$ cat src/rtl/mem_dev_bridge.sv
// mem_dev_bridge
//   Memory-stage bridge between the M-stage pipeline register and NDEV
//   memory-mapped peripherals. Decodes the data address, flags DM hits,
//   raises AdEL/AdES on illegal accesses and runs legal device accesses as
//   request/acknowledge transactions while stalling the pipeline. A watchdog
//   turns a missing acknowledge into a bus-error exception.
//
//   state | meaning
//   ------+---------------------------------------------------------------
//   IDLE  | no device transaction; decode/exception evaluation of M stage
//   WAIT  | dev_req held, waiting for the selected device to acknowledge
//   DONE  | one-cycle completion strobe, bus error reported here if any
//
// Ports
//   clk, reset            clock, asynchronous active-high reset
//   req, we, size, addr   M-stage access descriptor (size 1 word/2 half/3 byte)
//   wdata                 forwarded store data
//   kill                  blocks the start of a new access this cycle
//   stall                 freeze F/D/E/M
//   rdata, done           device read data, valid with the done strobe
//   dm_hit                address lies in data memory (combinational)
//   exc_code              0 none, 4 AdEL, 5 AdES, 7 bus error
//   dev_req/sel/addr/wdata/we   device bus request side
//   dev_ack, dev_rdata    per-device acknowledge and read data
module mem_dev_bridge #(
    parameter int          NDEV       = 2,
    parameter logic [31:0] DEV_BASE   = 32'h7f00,
    parameter logic [31:0] DEV_STRIDE = 32'h10,
    parameter int          DEV_SIZE   = 12,
    parameter int          RO_OFF     = 8,
    parameter logic [31:0] DM_TOP     = 32'h2fff,
    parameter int          TIMEOUT    = 15
) (
    input  logic                 clk,
    input  logic                 reset,
    input  logic                 req,
    input  logic                 we,
    input  logic [1:0]           size,
    input  logic [31:0]          addr,
    input  logic [31:0]          wdata,
    input  logic                 kill,
    output logic                 stall,
    output logic [31:0]          rdata,
    output logic                 done,
    output logic                 dm_hit,
    output logic [4:0]           exc_code,
    output logic                 dev_req,
    output logic [NDEV-1:0]      dev_sel,
    output logic [29:0]          dev_addr,
    output logic [31:0]          dev_wdata,
    output logic                 dev_we,
    input  logic [NDEV-1:0]      dev_ack,
    input  logic [NDEV*32-1:0]   dev_rdata
);

    typedef enum logic [1:0] {
        S_IDLE = 2'd0,
        S_WAIT = 2'd1,
        S_DONE = 2'd2
    } state_e;

    localparam logic [1:0] SZ_WORD = 2'd1;
    localparam logic [1:0] SZ_HALF = 2'd2;
    localparam logic [1:0] SZ_BYTE = 2'd3;

    state_e            state_q, state_d;
    logic [NDEV-1:0]   sel_q, sel_d;
    logic [29:0]       addr_q, addr_d;
    logic [31:0]       wdata_q, wdata_d;
    logic              we_q, we_d;
    logic [7:0]        cnt_q, cnt_d;
    logic              berr_q, berr_d;
    logic [31:0]       rdata_q, rdata_d;

    logic [NDEV-1:0]   hit;
    logic [NDEV-1:0]   hit_sel;
    logic              hit_found;
    logic              ro_hit;
    logic [31:0]       off;
    logic              dev_hit;
    logic              access;
    logic              misalign;
    logic              narrow_dev;
    logic              unmapped;
    logic              exc_any;
    logic              start;
    logic              ack_sel;
    logic [31:0]       rdata_sel;
    logic [7:0]        cnt_inc;

    // Window decode. The offset is taken relative to each base with unsigned
    // wrap, so an address below a base yields a huge offset and misses.
    always_comb begin
        hit       = '0;
        hit_sel   = '0;
        hit_found = 1'b0;
        ro_hit    = 1'b0;
        off       = '0;
        for (int i = 0; i < NDEV; i++) begin
            off = addr - (DEV_BASE + DEV_STRIDE * 32'(i));
            if (off < 32'(DEV_SIZE)) begin
                hit[i] = 1'b1;
                if (off >= 32'(RO_OFF) && off < 32'(RO_OFF + 4)) begin
                    ro_hit = 1'b1;
                end
            end
        end
        // Windows should not overlap; if they do, the lowest index wins so
        // the latched select stays one-hot.
        for (int i = 0; i < NDEV; i++) begin
            if (hit[i] && !hit_found) begin
                hit_sel[i] = 1'b1;
                hit_found  = 1'b1;
            end
        end
    end

    assign dev_hit = |hit;
    assign dm_hit  = (addr <= DM_TOP);

    always_comb begin
        access     = req && (size != 2'd0);
        misalign   = ((size == SZ_WORD) && (addr[1:0] != 2'b00)) ||
                     ((size == SZ_HALF) && addr[0]);
        narrow_dev = dev_hit && ((size == SZ_HALF) || (size == SZ_BYTE));
        unmapped   = !dm_hit && !dev_hit;
        exc_any    = access && (misalign || narrow_dev || unmapped || (we && ro_hit));
        start      = access && dev_hit && !exc_any && !kill;
    end

    // Selected device response; acks from unselected devices never reach here.
    always_comb begin
        ack_sel   = |(dev_ack & sel_q);
        rdata_sel = '0;
        for (int i = 0; i < NDEV; i++) begin
            if (sel_q[i]) begin
                rdata_sel = rdata_sel | dev_rdata[i*32 +: 32];
            end
        end
    end

    assign cnt_inc = (cnt_q == 8'hff) ? cnt_q : cnt_q + 8'd1;

    always_ff @(posedge clk or posedge reset) begin
        if (reset) begin
            state_q <= S_IDLE;
            sel_q   <= '0;
            addr_q  <= '0;
            wdata_q <= '0;
            we_q    <= 1'b0;
            cnt_q   <= '0;
            berr_q  <= 1'b0;
            rdata_q <= '0;
        end else begin
            state_q <= state_d;
            sel_q   <= sel_d;
            addr_q  <= addr_d;
            wdata_q <= wdata_d;
            we_q    <= we_d;
            cnt_q   <= cnt_d;
            berr_q  <= berr_d;
            rdata_q <= rdata_d;
        end
    end

    always_comb begin
        state_d = state_q;
        sel_d   = sel_q;
        addr_d  = addr_q;
        wdata_d = wdata_q;
        we_d    = we_q;
        cnt_d   = cnt_q;
        berr_d  = berr_q;
        rdata_d = rdata_q;
        unique case (state_q)
            S_IDLE: begin
                if (start) begin
                    state_d = S_WAIT;
                    sel_d   = hit_sel;
                    addr_d  = addr[31:2];
                    wdata_d = wdata;
                    we_d    = we;
                    cnt_d   = '0;
                    berr_d  = 1'b0;
                end
            end
            S_WAIT: begin
                // An ack in the timeout cycle wins over the bus error.
                if (ack_sel) begin
                    rdata_d = rdata_sel;
                    state_d = S_DONE;
                end else begin
                    cnt_d = cnt_inc;
                    if (cnt_inc == 8'(TIMEOUT)) begin
                        berr_d  = 1'b1;
                        state_d = S_DONE;
                    end
                end
            end
            S_DONE: begin
                state_d = S_IDLE;
            end
            default: begin
                state_d = S_IDLE;
            end
        endcase
    end

    always_comb begin
        stall    = 1'b0;
        done     = 1'b0;
        dev_req  = 1'b0;
        exc_code = 5'd0;
        unique case (state_q)
            S_IDLE: begin
                stall = start;
                if (exc_any) begin
                    exc_code = we ? 5'd5 : 5'd4;
                end
            end
            S_WAIT: begin
                stall   = 1'b1;
                dev_req = 1'b1;
            end
            S_DONE: begin
                done = 1'b1;
                if (berr_q) begin
                    exc_code = 5'd7;
                end
            end
            default: begin
                stall = 1'b0;
            end
        endcase
    end

    assign rdata     = rdata_q;
    assign dev_sel   = sel_q;
    assign dev_addr  = addr_q;
    assign dev_wdata = wdata_q;
    assign dev_we    = we_q && (state_q == S_WAIT);

endmodule

$ cat config.mk
export PLATFORM = sky130hd
export DESIGN_NAME = mem_dev_bridge
export DESIGN_NICKNAME = d
export VERILOG_FILES = /design/src/rtl/mem_dev_bridge.sv
export SDC_FILE = /design/constraint.sdc
export NUM_CORES = 1
export LEC_CHECK = 0
export BUFFER_PORTS_ARGS = -buffer_cell sky130_fd_sc_hd__buf_2
export CORE_MARGIN = 2
export CORE_UTILIZATION = 30
export CTS_BUF_LIST = sky130_fd_sc_hd__clkbuf_16
export CTS_CLUSTER_SIZE = 16
export DETAILED_ROUTE_END_ITERATION = 6
export GPL_TIMING_DRIVEN = 0
export PLACE_DENSITY = 0.56
export SYNTH_ARGS = -nofsm -noshare
export SYNTH_HDL_FRONTEND = slang
export SYNTH_SLANG_ARGS = --single-unit
$ cat constraint.sdc
create_clock -name clk -period 4.8 [get_ports clk]
set_clock_uncertainty 0.15 [all_clocks]
set_input_delay 0.48 -clock clk [delete_from_list [all_inputs] [get_ports clk]]
set_output_delay 0.48 -clock clk [all_outputs]
set_load 0.02 [all_outputs]
==> impl_metrics.py, run 1 <==
metrics = {
    "drt": {
        "firstDrtPassIters": 4,
        "drt-initial-drc-count": 200,
        "drt-vias-per-instance": 4.89,
        "drt.antenna.violating_nets": 0,
        "wl_mm": 16.1,
        "drc": 0,
        "vias": 4886,
        "wire_per_inst_um": 16.1,
    },
    "sta": {
        "fmax_mhz": 249,
        "slew_headroom_pct": 52.4,
        "finalHoldViolCount": 0,
        "maxSlewViolCount": 0,
        "min_period_ps": 4020,
        "rsz0062_at_grt": "false",
        "timing.final.crit_share_pct": 83.8,
        "worstMarginPinSlew_ps": 712,
        "hold_ws_ps": 187,
        "setup_ws_ps": 778,
        "setup_viol": 0,
        "fin_setup_tns_ps": 0,
    },
    "worst_setup_path": {
        "worst-path-buf-inv": 3,
        "critPathKind": "in -> out",
        "slowest_delay_ps": 480,
        "cp.required_ps": 4170,
        "reg2regPathDepth": 5,
        "r2r_end": "rdata[23]",
        "r2r-start": "dev_sel[0]",
        "worstSetupStartpoint": "addr[5]",
        "path_delay_family": "simple AND/OR/NAND/NOR gates",
        "rrSetupSlack_ps": 2340,
        "critPathLaunchType": "primary input",
        "cp_data_arrival_time_ps": 3390,
        "end_kind": "output port",
        "crit_chain": "buf_2 > inv_1 > ha_1 > nor3b_4 > nor3_2 > or4b_1 > o311ai_1 > and3_1 > a31oi_1 > a211o_1 > a21oi_1 > buf_2",
        "crit_top_cell": "buf_2",
        "slowest_stage": "or4b_1",
        "critPathMaxFanout": 7,
    },
    "logic_synthesis": {
        "ys_seq_elements": 108,
        "async_reset_ff_share_pct": 100,
        "synth.most_common_cell": "dfrtp_1",
        "synth.avg_cell_area_sq_um": 10.6,
        "synthTopCellsByCount": "108 x dfrtp_1, 51 x nor2_1, 40 x mux2_1, 39 x a21oi_1, 34 x a22oi_1",
        "yosys_warnings": 0,
        "synth_cell_type_count": 66,
        "synth_edf_count": 0,
        "yosysSeqAreaShare_pct": 49.7,
        "synth_top_area_share_pct": 49.7,
        "yosysTopAreaCell": "dfrtp_1",
        "synth_ff_type": "dfrtp_1",
        "syn_inst": 513,
        "synthTopCellsByArea": "dfrtp_1 50%, mux2_1 8.3%, a22oi_1 4.7%",
        "synth_area_sq_um": 5440,
    },
    "cts": {
        "cts-hold-fix-buffers": 1,
        "numCtsBuffers": 9,
        "cts_resized": 0,
        "cts-root-buf": "clkbuf_16",
        "cts_tree": "done",
        "cts.path.max_buffers": 2,
        "cts_setup_buffers": 0,
        "cts_sinks": 108,
        "clk_latency_ps": 340,
        "clkTransAtPathRegs_ps": 80,
        "htreeDepth": 3,
    },
    "global_routing": {
        "met3_usage_pct": 3.80,
        "grt_max_degree": 68,
        "grt_overflow_total": 0,
        "grt_usage_pct": 16.9,
        "grt_pass1_vias": 4844,
        "grt_util_met1_pct": 22.3,
        "grt.busiest_layer": "met2",
        "antenna_found_initial": 0,
        "grt.met2_usage_pct": 28.3,
        "grt_first_pass_wirelength_mm": 26.1,
    },
    "power": {
        "seq_power_share_pct": 48.0,
        "cellLeakagePower_nw": 3.96,
        "p_int_mw": 1.45,
        "powerDensity_nw_per_um2": 259,
        "p_sw_uw": 447,
        "p_comb_share_pct": 8.1,
        "swShare_pct": 23.6,
        "peakVddDrop_mv": 0.229,
        "clockPowerShare_pct": 43.9,
        "p_total_mw": 1.89,
    },
    "run": {
        "maxCapViolations": 0,
    },
    "layout": {
        "fillers": 1809,
        "nets": 908,
        "antenna_cells": 0,
        "final_util_pct": 40.8,
        "stdcell_count": 1000,
        "final_layout_size_suffix_gt1_share_pct": 37.0,
        "design_area_sq_um": 7300,
        "synthToLayoutAreaGrowth_pct": 34.2,
    },
    "floorplan": {
        "start_util_pct": 30.4,
        "io_pins": 243,
        "dieWidth_um": 139,
        "die_h_um": 139,
        "rows": 49,
        "core_sq_um": 17900,
        "dieArea_sq_um": 19200,
    },
    "place": {
        "dp_hpwl_mm": 12.6,
        "place_area_sq_um": 6960,
        "portBuffers": 239,
        "dp_cells": 983,
        "globalplace.congestion": 0.857,
        "post-place-ws_ps": 446,
    },
    "run_status": {
        "status": "finished, final reports clean",
    },
    "hold_path": {
        "min_path_cells": 2,
        "hold_path.class": "in -> reg",
        "min-delay-start": "wdata[4]",
        "worstHoldEndpoint": "dev_wdata[4]",
    },
}
[power groups by stage]
stage,Sequential [mW],Clock (mW),Combinational (mW)
2_1_floorplan,0.927,0,0.0616
3_3_place_gp,0.927,0,0.150
3_5_place_dp,0.927,0,0.154
4_1_cts,0.909,0.862,0.155
5_1_grt,0.909,0.899,0.172
6_report,0.909,0.831,0.153
[area by class of cell]
cell class / instances / area (sq um) / area share [%]
multi-input cells: 368 / 2540 / 34.8
inverters: 10 / 42.5 / 0.583
plain buffers: 28 / 163 / 2.23
clock inverters: 7 / 104 / 1.42
well taps: 229 / 287 / 3.93
clock buffers: 9 / 225 / 3.09
repair buffers: 241 / 1230 / 16.9
flip-flops and latches: 108 / 2700 / 37.0
[logic make-up (layout without fill, tap and decap cells)]
group	Yosys count	after routing	synth area share (%)
buffers and inverters	38	295	3.68
adders and majority gates	5	5	1.15
AOI/OAI and AO/OA	117	117	14.4
DFF	108	108	49.7
muxes	45	45	9.22
and+or+nand+nor	190	190	20.4
other	1	2	0.0689
xor gates and xnor gates	9	9	1.45
[sequential cells by signal, summed over array words and instances, names as in the netlist]
signal and count:
dev_wdata 32, state_q 2, we_q 1, dev_sel 2, dev_addr 30, cnt_q 8, rdata 32, berr_q 1
[how the worst max path moves through the flow]
stage                               end  slack [ps]  cells after the start
final                             stall         780                     12
after global routing              stall         560                     12
after CTS                         stall         750                     12
after detailed placement   dev_wdata[0]         450                     12
after global placement    dev_wdata[30]        -210                      2
after floorplan                  berr_q        1320                      1
[cell usage in the layout, fill, tap and decap left out, drive strengths merged, types with 5 or more instances in the layout]
master  Yosys  layout
nor2b      20      20
or2        12      12
nand2b      8       8
nand3      10      10
nor3       12      12
ha          5       5
a22oi      34      34
a31oi       7       7
nor4       10      10
xnor2       6       6
mux2       41      41
o22ai       5       5
nor2       51      51
nand4       6       6
inv        10      15
nand4b      5       5
a21oi      39      39
buf        10     250
or3         6       6
o21ai      11      11
clkbuf     18      27
nand2      24      24
dfrtp     108     108
[routing by layer]
metal	wire [um]	up-vias
met4	155	0
met1	7200	2275
met5	0	-
li1	-	2380
met3	1170	10
met2	7580	221
(Power assumes the default switching activity.)
==> inputs of run 2 (changes only) <==
Settings changed: ABC_AREA set to 1.
Clock period 4.8 ns to 3.6 ns, I/O delays scaled along.
==> run 2 against run 1 <==
The flow now finishes with violations (hold timing). First-iteration DRC count grew 73%. Design area grew 16%. Worst hold slack lost 200 ps. Worst setup slack lost 540 ps. Wire length grew 34%. Critical endpoint unchanged.
==> impl_metrics.py, run 2 <==
metrics = {
    "worst_setup_path": {
        "critPathLaunchType": "primary input",
        "cp.required_ps": 3090,
        "rrSetupSlack_ps": 1120,
        "critPathKind": "in -> out",
        "worstSetupStartpoint": "addr[15]",
        "critPathMaxFanout": 10,
        "end_kind": "output port",
        "r2r-start": "cnt_q[0]",
        "reg2regPathDepth": 13,
        "r2r_end": "state_q[0]",
        "cp_data_arrival_time_ps": 2850,
    },
    "logic_synthesis": {
        "synth.most_common_cell": "nand2_1",
        "synth_top_area_share_pct": 41.4,
        "yosysSeqAreaShare_pct": 41.4,
        "async_reset_ff_share_pct": 100,
        "synthTopCellsByCount": "321 x nand2_1, 108 x dfrtp_1, 90 x inv_1, 74 x nor2_1, 60 x nand3_1",
        "synth_edf_count": 0,
        "synth.avg_cell_area_sq_um": 7.25,
        "synth_cell_type_count": 47,
        "yosysTopAreaCell": "dfrtp_1",
        "synthTopCellsByArea": "dfrtp_1 41%, nand2_1 18%, inv_1 5.2%",
        "ys_seq_elements": 108,
        "yosys_warnings": 0,
        "synth_area_sq_um": 6530,
        "synth_ff_type": "dfrtp_1",
        "syn_inst": 900,
    },
    "run": {
        "maxCapViolations": 0,
    },
    "floorplan": {
        "io_pins": 243,
        "dieWidth_um": 151,
        "rows": 53,
        "core_sq_um": 21200,
        "dieArea_sq_um": 23000,
        "start_util_pct": 30.9,
        "die_h_um": 151,
    },
    "cts": {
        "htreeDepth": 3,
        "clkTransAtPathRegs_ps": 70,
        "cts_sinks": 108,
        "cts-root-buf": "clkbuf_16",
        "clk_latency_ps": 340,
        "numCtsBuffers": 9,
        "cts.path.max_buffers": 2,
        "cts_tree": "done",
    },
    "global_routing": {
        "grt_first_pass_wirelength_mm": 32.8,
        "grt_pass1_vias": 6314,
        "antenna_found_initial": 1,
        "grt_usage_pct": 18.2,
        "grt_max_degree": 56,
        "grt_overflow_total": 0,
    },
    "sta": {
        "fmax_mhz": 298,
        "worstMarginPinSlew_ps": 726,
        "finalHoldViolCount": 16,
        "timing.final.crit_share_pct": 93.3,
        "min_period_ps": 3360,
        "setup_viol": 0,
        "maxSlewViolCount": 0,
        "hold_ws_ps": -11.9,
        "setup_ws_ps": 242,
        "rsz0062_at_grt": "false",
        "slew_headroom_pct": 51.6,
    },
    "place": {
        "dp_cells": 1417,
        "post-place-ws_ps": -118,
        "dp_hpwl_mm": 17.0,
        "place_area_sq_um": 8110,
        "globalplace.congestion": 0.901,
        "portBuffers": 240,
    },
    "drt": {
        "drc": 0,
        "wire_per_inst_um": 15.0,
        "vias": 6775,
        "firstDrtPassIters": 5,
        "drt.antenna.violating_nets": 0,
        "drt-vias-per-instance": 4.72,
        "drt-initial-drc-count": 345,
        "wl_mm": 21.6,
    },
    "run_status": {
        "status": "complete, but fails checks",
        "violations": "hold timing",
    },
    "hold_path": {
        "hold_path.class": "in -> async",
    },
    "layout": {
        "final_cell_mix": "320 x nand2_1, 245 x buf_2, 108 x dfrtp_1, 87 x inv_1, 73 x nor2_1",
        "fillers": 2264,
        "design_area_sq_um": 8440,
        "synthToLayoutAreaGrowth_pct": 29.4,
        "final_layout_size_suffix_gt1_share_pct": 30.3,
        "stdcell_count": 1435,
        "nets": 1296,
        "final_common_cell": "nand2_1",
    },
    "power": {
        "cellLeakagePower_nw": 4.87,
        "peakVddDrop_mv": 0.190,
        "powerDensity_nw_per_um2": 299,
    },
}
[run 2: changes by cell type after synthesis, sizes merged, moves of 33 or more]
| cell | delta |
|---|---|
| nand2 | +334 |
| nand3 | +53 |
| mux2 | -41 |
| inv | +85 |
| a22oi | -33 |
| nor2 | +33 |
[run 2: per-stage QoR]
step / setup TNS, ps / power, mW / hold WS [ps] / util [%]
after floorplan: 0 / 1.39 / 320 / -
after global placement: -131730 / 1.53 / 292 / 38.2
after detailed placement: -167 / 1.53 / 298 / 38.3
after CTS: 0 / 2.56 / 12.7 / 39.7
after global routing: 0 / 2.64 / 28.9 / 39.9
final: 0 / 2.53 / -11.9 / 39.9
[run 2: metal layers]
layer  vias up  routed length (um)  global-route usage (%)
met3        29                1280                    2.69
met2       212               10200                    29.6
li1       3396                   -                       -
met5         -                   7                       0
met1      3136                9630                    25.0
met4         2                 456                    5.97
[run 2: how the worst max path moves through the flow]
stage | to | cells after the start
after global placement | rdata[12] | 2
after floorplan | berr_q | 1
after CTS | exc_code[0] | 17
final | stall | 18
after global routing | stall | 21
after detailed placement | exc_code[0] | 16
[run 2: repair_timing]
item,in CTS,in global routing
setup buffers,0,1
setup endpoints to repair,2,2
gates resized for setup,1,8
hold buffers,0,0
pin swaps,0,1
[run 2: cell type report]
cell class | instances | area, sq um | area share, %
diodes | 1 | 2.50 | 0.0296
plain buffers | 38 | 260 | 3.08
clock buffers | 9 | 225 | 2.67
clock inverters | 7 | 73.8 | 0.874
inverters | 95 | 362 | 4.28
multi-input cells | 660 | 3240 | 38.3
flip-flops and latches | 108 | 2700 | 32.0
well taps | 275 | 344 | 4.08
repair buffers | 242 | 1240 | 14.6
[run 2: cells by family after synthesis]
| group | count (synthesis) | synth area share (%) |
|---|---|---|
| compound gates | 100 | 10.2 |
| xor+xnor | 7 | 0.939 |
| fa+ha+maj | 5 | 0.959 |
| buf+inv | 133 | 9.49 |
| flops | 108 | 41.4 |
| other cells | 1 | 0.0575 |
| simple gates | 546 | 36.9 |
[run 2: worst max-delay path: stages]
cell and delay [ps]:
buf_2 160, nor2_4 160, nand2_2 90, inv_2 130
nand2_1 90, nor2_1 230, nand2_1 90, nand2_1 90
nand3_1 80, nor2_1 160, nand3_1 230, o21ai_1 180
nand2_1 110, nand3_4 140, buf_12 160, buf_6 160
nand2_1 50, buf_2 160
[run 2: power breakdown]
part / internal [mW] / switching, mW
clock network: 0.544 / 0.470
logic: 0.110 / 0.183
registers: 1.22 / 0.00249
==> inputs of run 3 (changes only) <==
Clock period 3.6 ns to 2.7 ns, I/O delays scaled along.
==> run 3 against run 2 <==
The flow finishes with violations (setup timing). First-iteration DRC count grew 2.9%. Utilization grew 6.1 points. Via count grew 5.3%. Critical path depth shrank 3. Worst hold slack gained 37 ps. Sequential power grew 33%. Global-route usage grew 0.69 points. Die area is the same. Worst setup slack lost 380 ps. Clock power grew 48%. Critical endpoint is now exc_code[0]. Highest routed layer is now met4.
==> impl_metrics.py, run 3 (synthesis results as in run 2) <==
metrics = {
    "sta": {
        "worstMarginPinSlew_ps": 799,
        "setup_viol": 3,
        "finalHoldViolCount": 0,
        "rsz0062_at_grt": "true",
        "fmax_mhz": 352,
        "slew_headroom_pct": 46.6,
        "min_period_ps": 2840,
        "maxSlewViolCount": 0,
        "setup_ws_ps": -141,
        "timing.final.crit_share_pct": 105,
    },
    "power": {
        "cellLeakagePower_nw": 5.33,
        "peakVddDrop_mv": 0.271,
        "p_total_mw": 3.64,
        "powerDensity_nw_per_um2": 374,
    },
    "drt": {
        "wire_per_inst_um": 15.0,
        "wl_mm": 22.7,
        "firstDrtPassIters": 5,
        "drt-initial-drc-count": 355,
        "drt.antenna.violating_nets": 0,
        "drc": 0,
        "drt-vias-per-instance": 4.72,
        "vias": 7131,
    },
    "worst_setup_path": {
        "cp_data_arrival_time_ps": 2420,
        "slowest_delay_ps": 220,
        "end_kind": "output port",
        "critPathLaunchType": "primary input",
        "critPathMaxFanout": 8,
        "crit_chain": "buf_12 > nor2_4 > buf_6 > nand2_4 > nor2_4 > nand2_2 > xor2_1 > nand3_1 > nor2_2 > nand3_4 > o21ai_2 > nand2_1 > a21o_1 > o21ai_2 > buf_6",
        "worst-path-buf-inv": 3,
        "cp.required_ps": 2280,
        "slowest_stage": "nor2_4",
        "critPathKind": "in -> out",
        "path_delay_family": "simple AND/OR/NAND/NOR gates",
    },
    "cts": {
        "clkTransAtPathRegs_ps": 90,
        "cts_sinks": 108,
        "numCtsBuffers": 9,
        "cts_tree": "done",
        "cts-root-buf": "clkbuf_16",
        "cts.path.max_buffers": 2,
        "clk_latency_ps": 350,
        "htreeDepth": 3,
    },
    "floorplan": {
        "start_util_pct": 30.9,
        "io_pins": 243,
        "rows": 53,
        "core_sq_um": 21200,
        "dieArea_sq_um": 23000,
        "die_h_um": 151,
        "dieWidth_um": 151,
    },
    "layout": {
        "final_layout_size_suffix_gt1_share_pct": 39.1,
        "final_util_pct": 46.0,
        "final_cell_mix": "292 x nand2_1, 228 x buf_2, 108 x dfrtp_1, 77 x inv_1, 57 x nand2_2",
        "synthToLayoutAreaGrowth_pct": 49.0,
        "final_common_cell": "nand2_1",
        "nets": 1372,
    },
    "global_routing": {
        "grt_usage_pct": 18.9,
        "antenna_found_initial": 1,
        "grt_pass1_vias": 6743,
        "grt_first_pass_wirelength_mm": 34.0,
        "grt_overflow_total": 0,
        "grt_max_degree": 41,
    },
    "place": {
        "dp_hpwl_mm": 16.9,
        "globalplace.congestion": 0.884,
        "portBuffers": 240,
    },
    "hold_path": {
        "hold_path.class": "in -> reg",
    },
    "run_status": {
        "violations": "setup timing",
        "status": "complete, but fails checks",
    },
    "run": {
        "maxCapViolations": 0,
    },
}
-- run 3: path summary, 6_finish.rpt --
check                      slack [ps]  depth (start not counted)             to          from
setup / recovery                 -140                         15    exc_code[0]      addr[16]
hold / removal                     20                          3           we_q            we
setup reg to reg                  310                          7      rdata[28]    dev_sel[0]
hold reg to reg                   310                          2   dev_addr[14]  dev_addr[14]
max in group asynchronous        1020                          5  dev_wdata[29]         reset
min in group asynchronous         450                          3      rdata[27]         reset
-- run 3: cell type report --
cell class / count / area [sq um]
sequential: 108 / 2700
clock buffer: 9 / 225
fill: 2186 / 11400
inverter: 95 / 385
timing repair buffer: 318 / 2020
tap: 275 / 344
multi-input combinational: 661 / 3660
antenna: 1 / 2.50
clock inverter: 7 / 114
buffer: 37 / 272
-- run 3: timing repair --
item	4_1_cts	5_1_grt
endpoints found under the hold margin	66	0
gates resized for setup	108	68
buffers inserted	34	9
gates cloned	1	0
setup endpoints to repair	78	65
pin swaps	49	38
hold buffers	33	0
-- run 3: where the power goes --
group | total (mW) | switching (mW) | internal, mW
sequential | 1.62 | 0.00325 | 1.62
clock | 1.49 | 0.653 | 0.837
combinational | 0.526 | 0.294 | 0.232
-- run 3: worst register-to-register path, stage by stage, from the launching register on --
cell and delay, ps:
dfrtp_1 350, clkbuf_1 260, inv_1 80, o22ai_1 270
clkbuf_1 390, buf_1 500, a21oi_1 140, a41oi_1 190
-- run 3: per-layer routing --
layer	up-vias	GRT usage, %	wire (um)
met1	3361	24.9	9900
met5	-	0	0
met2	183	32.0	11000
li1	3555	-	-
met3	32	2.87	1200
met4	0	5.97	572
-- run 3: per-stage QoR --
stage / TNS [ps] / cells / worst slack [ps] / area, sq um / hold WS, ps
2_1_floorplan: 0 / 901 / 55.6 / 6530 / 230
3_3_place_gp: -39330 / 1416 / -796 / 8080 / 294
3_5_place_dp: -43250 / 1418 / -832 / 8120 / 296
4_1_cts: -305 / 1501 / -115 / 9430 / 11.3
5_1_grt: -892 / 1510 / -287 / 9720 / 21.0
6_report: -285 / 1511 / -141 / 9730 / 24.6
